==> config.mk <==
export PLATFORM = sky130hd
export DESIGN_NAME = mult_useq_ctrl
export DESIGN_NICKNAME = d
export VERILOG_FILES = /design/src/rtl/mult_useq_pkg.sv /design/src/rtl/mult_useq_ctrl_upcreg.sv /design/src/rtl/mult_useq_ctrl.sv
export SDC_FILE = /design/constraint.sdc
export NUM_CORES = 1
export LEC_CHECK = 0
export CORE_MARGIN = 8
export CORE_UTILIZATION = 40
export CTS_CLUSTER_DIAMETER = 50
export DETAILED_ROUTE_END_ITERATION = 12
export SETUP_SLACK_MARGIN = 0.3
export SKIP_CTS_REPAIR_TIMING = 1
export SYNTH_ARGS = -nofsm -noshare
export SYNTH_HDL_FRONTEND = slang
export SYNTH_SLANG_ARGS = --single-unit
==> constraint.sdc <==
create_clock -name clk -period 1.85 [get_ports clk]
set_input_delay 0.37 -clock clk [delete_from_list [all_inputs] [get_ports clk]]
set_output_delay 0.37 -clock clk [all_outputs]
set_load 0.05 [all_outputs]
==> src/rtl/mult_useq_pkg.sv <==
// Shared types, microcode addresses and the fixed microcode ROM for the shift-add multiplier sequencer.
package mult_useq_pkg;

    localparam int unsigned UPC_W = 5;
    localparam int unsigned CTL_W = 4;

    localparam int unsigned CTL_LD    = 3;
    localparam int unsigned CTL_ADD   = 2;
    localparam int unsigned CTL_SHIFT = 1;
    localparam int unsigned CTL_DONE  = 0;

    typedef logic [UPC_W-1:0] upc_t;

    // C_WAITLO loads unconditionally: hold while start is high, else jump to nxt
    typedef enum logic [2:0] {
        C_INCR   = 3'd0,
        C_ALWAYS = 3'd1,
        C_NSTART = 3'd2,
        C_NQ0    = 3'd3,
        C_NCNT   = 3'd4,
        C_WAITLO = 3'd5
    } cond_e;

    typedef struct packed {
        logic [CTL_W-1:0] ctl;
        cond_e            cond;
        upc_t             nxt;
    } uword_t;

    localparam upc_t A_IDLE  = 5'd0;
    localparam upc_t A_LOAD  = 5'd1;
    localparam upc_t A_TEST  = 5'd2;
    localparam upc_t A_ADD   = 5'd3;
    localparam upc_t A_SHIFT = 5'd4;
    localparam upc_t A_DONE  = 5'd5;

    function automatic uword_t urom(input upc_t addr);
        uword_t uw;
        uw = '{ctl: 4'b0000, cond: C_ALWAYS, nxt: A_IDLE};
        case (addr)
            A_IDLE:  uw = '{ctl: 4'b0000, cond: C_NSTART, nxt: A_IDLE};
            A_LOAD:  uw = '{ctl: 4'b1000, cond: C_INCR,   nxt: A_IDLE};
            A_TEST:  uw = '{ctl: 4'b0000, cond: C_NQ0,    nxt: A_SHIFT};
            A_ADD:   uw = '{ctl: 4'b0100, cond: C_INCR,   nxt: A_IDLE};
            A_SHIFT: uw = '{ctl: 4'b0010, cond: C_NCNT,   nxt: A_TEST};
            A_DONE:  uw = '{ctl: 4'b0001, cond: C_WAITLO, nxt: A_IDLE};
            default: uw = '{ctl: 4'b0000, cond: C_ALWAYS, nxt: A_IDLE};
        endcase
        return uw;
    endfunction

endpackage

==> src/rtl/mult_useq_ctrl_upcreg.sv <==
// Micro-PC register: loads upc_next when load_incr is set, otherwise increments.
module upcreg
    import mult_useq_pkg::*;
(
    input  logic clk,
    input  logic reset,
    input  logic i_load_incr,
    input  upc_t i_upc_next,
    output upc_t o_upc
);

    upc_t r_upc;

    always_ff @(posedge clk or posedge reset) begin
        if (reset) begin
            r_upc <= '0;
        end else if (i_load_incr) begin
            r_upc <= i_upc_next;
        end else begin
            r_upc <= r_upc + UPC_W'(1);
        end
    end

    assign o_upc = r_upc;

endmodule

==> src/rtl/mult_useq_ctrl.sv <==
// Microcoded sequencer for the shift-add multiplier: branch evaluation, iteration count
// and decode of the current microword into datapath strobes and handshake.
module mult_useq_ctrl
    import mult_useq_pkg::*;
#(
    parameter int unsigned WIDTH = 8
) (
    input  logic clk,
    input  logic reset,
    input  logic i_start,
    input  logic i_q0,
    output logic o_ld_ab,
    output logic o_clr_p,
    output logic o_add_en,
    output logic o_shift_en,
    output logic o_busy,
    output logic o_done
);

    localparam int unsigned CNT_W = $clog2(WIDTH);

    upc_t             w_upc;
    uword_t           w_uw;
    logic             w_load_incr;
    upc_t             w_upc_next;
    logic             w_cnt_last;
    logic [CNT_W-1:0] r_cnt;

    upcreg u_upc (
        .clk         (clk),
        .reset       (reset),
        .i_load_incr (w_load_incr),
        .i_upc_next  (w_upc_next),
        .o_upc       (w_upc)
    );

    assign w_uw       = urom(w_upc);
    assign w_cnt_last = (r_cnt == CNT_W'(WIDTH - 1));

    // Branch condition mux feeding the micro-PC
    always_comb begin
        w_load_incr = 1'b0;
        w_upc_next  = w_uw.nxt;
        case (w_uw.cond)
            C_INCR:   w_load_incr = 1'b0;
            C_ALWAYS: w_load_incr = 1'b1;
            C_NSTART: w_load_incr = !i_start;
            C_NQ0:    w_load_incr = !i_q0;
            C_NCNT:   w_load_incr = !w_cnt_last;
            C_WAITLO: begin
                w_load_incr = 1'b1;
                if (i_start) begin
                    w_upc_next = w_upc;
                end
            end
            default: begin
                w_load_incr = 1'b1;
                w_upc_next  = A_IDLE;
            end
        endcase
    end

    // Iteration counter: cleared on operand load, advanced once per shift
    always_ff @(posedge clk or posedge reset) begin
        if (reset) begin
            r_cnt <= '0;
        end else if (w_uw.ctl[CTL_LD]) begin
            r_cnt <= '0;
        end else if (w_uw.ctl[CTL_SHIFT]) begin
            r_cnt <= r_cnt + CNT_W'(1);
        end
    end

    assign o_ld_ab    = w_uw.ctl[CTL_LD];
    assign o_clr_p    = w_uw.ctl[CTL_LD];
    assign o_add_en   = w_uw.ctl[CTL_ADD];
    assign o_shift_en = w_uw.ctl[CTL_SHIFT];
    assign o_done     = w_uw.ctl[CTL_DONE];
    assign o_busy     = (w_upc != A_IDLE);

endmodule
==> results <==
state kept, by name (all words and copies together) (netlist names):
name,flops
u_upc.o_upc,5
r_cnt,3
routing by layer:
layer  track usage, %  routed length (µm)  vias up
met1             10.2                 559      212
met4             3.69                  21        0
li1                 -                   -      234
met2             13.2                 600        7
met3             3.53                  57        5
met5                0                   0        -
area by class of cell:
cell class | instances | area [µm²]
clock buffer | 3 | 22.5
timing repair buffer | 17 | 201
sequential | 8 | 204
inverter | 5 | 21.3
multi-input combinational | 42 | 395
tap | 16 | 20.0
fill | 126 | 572
report_power, final:
group | switching (µW) | internal (µW)
clock | 60.6 | 74.3
combinational | 316 | 298
sequential | 41.6 | 210
total | 418 | 582
stage by stage:
stage	hold slack (ns)	cells	total power, µW
floorplan	0.186	58	683
global placement	0.494	82	811
detailed placement	0.492	82	809
CTS	0.365	85	947
global route	0.381	91	1060
finish	0.350	91	1000
cells in the mapped netlist, drive strengths merged:
master	instances	area share (%)
o311ai	1	2.8
conb	1	0.63
ha	6	13
xor2	1	1.5
o32a	1	3.8
o31ai	1	1.3
a22o	2	3.0
or3b	1	1.5
and2	2	2.1
o22a	1	1.5
nor3	2	3.6
nand3	1	0.85
nand4	1	1.1
mux2i	1	1.7
nor2b	1	1.1
o21ai	2	1.7
and3	2	2.3
inv	5	3.2
dfrtp	8	34
a31oi	2	4.7
nand2b	1	1.1
nand2	5	3.2
buf	3	4.0
xnor2	1	1.5
nor2	6	5.5
worst max-delay path by stage:
| stage | start | endpoint | slack, ns | cells past startpoint |
|---|---|---|---|---|
| 6_report | u_upc.o_upc[1] | o_shift_en | 0.13 | 4 |
| 2_1_floorplan | u_upc.o_upc[0] | u_upc.o_upc[0] | 0.30 | 7 |
| 3_5_place_dp | u_upc.o_upc[0] | u_upc.o_upc[0] | 0.19 | 7 |
| 5_1_grt | u_upc.o_upc[1] | u_upc.o_upc[0] | 0.09 | 7 |
| 3_3_place_gp | u_upc.o_upc[0] | u_upc.o_upc[0] | 0.19 | 7 |
| 4_1_cts | u_upc.o_upc[0] | o_shift_en | 0.006 | 4 |
logic make-up (layout without fill, tap and decap cells):
family,count (synthesis),count (layout),share of synthesized area [%]
xor gates and xnor gates,2,2,2.97
buffers and inverters,8,25,7.20
and+or+nand+nor,22,22,22.2
adders and majority gates,6,6,12.7
muxes,1,1,1.69
other,1,1,0.635
DFF,8,8,33.9
AOI/OAI and AO/OA,10,10,18.6
==> results.toml <==
[placement]
dp_hpwl_um = 931
routabilityCongestion = 0.748
pre_cts_ws_ns = 0.186
dpl_cell_area_um2 = 769
io_buffers = 9

[timing]
timing.final.crit_period_ns = 1.72
finClkSkew_ns = 0.00913
setup_tns_ns = 0
period_share_pct = 92.8
finalWorstSetupSlack_ns = 0.133
setup_violations = 0
slew_violations = 0
max_freq_ghz = 0.582
hold_viol = 0
rsz0062_at_grt = "yes"

[floorplan]
dieHeight_um = 54.4
top_level_ports = 10
die_area_um2 = 2960
rows = 14
core_area_um2 = 1440
initial_core_util_pct = 41.1
die_w_um = 54.4

[synth]
synth_nets = 68
synthCells = 58
yosysWarnings = 0
synthesis.area_um2 = 591
yosysSeqAreaShare_pct = 33.9
ys_types = 33
ys_seq_elements = 8
synth_area_per_cell_um2 = 10.2

[critical_path]
r2r-end = "u_upc.o_upc[0]"
r2r_cells = 7
path_buf_inv = 2
crit_arrival_ns = 1.35
crit_type = "register to primary output"
slowest_stage = "dfrtp_1"
critPathMaxFanout = 6
worstPathCellList = "inv_2, ha_4, and3_4, buf_12"
cp.required_ns = 1.48
reg2reg_slack_ns = 0.19
cp-start-kind = "register"
cpPeakStageDelay_ns = 0.42
cp_top_family = "flip-flops"
worstSetupEndpointType = "primary output"
worstReg2RegStart = "u_upc.o_upc[1]"

[outcome]
status = "finished clean"

[layout]
drive_above_1_share_pct = 46.7
syn_to_final_growth_pct = 46.4
finalInstanceArea_um2 = 865
final_cell_mix = "buf_4 (8), nand2_1 (5), buf_12 (5), dfrtp_1 (5), nor2_1 (4)"
final_core_util_pct = 60.2
antenna_cells = 0
nets = 87
final_common_cell = "buf_4"

[detailed_routing]
vias_per_cell = 5.03
drtIter0Drc = 10
wl_um = 1240
drc = 0
num_vias = 458
drt_pass1_iterations = 2
post_drt_wl_per_cell_um = 13.6
drtAntennaViolNets = 0

[pwr]
power.leakage_uw = 0.000382
max-vdd-ir-drop_uv = 561
power_density_nw_per_um2 = 1160

[hold_path]
hp-class = "primary input to async pin"

[global_routing]
grt_pass1_wl_um = 1830
grt_use_total_pct = 8.53
gr-total-overflow = 0
grt_max_degree = 9
antenna_found_initial = 0
grt_pass1_vias = 413

[cts]
worst_skew_pair.late_latency_ns = 0.26
root_buffer = "clkbuf_4"
cts_max_level = 1
clk_path_buf_depth = 2
clk_pin_slew_ns = 0.06
cts_made_buffers = 3
clock-sinks = 8
cts_tree = "done"

[flow_run]
drv_cap = 0
Note: power is estimated with default switching activity, not from simulation.
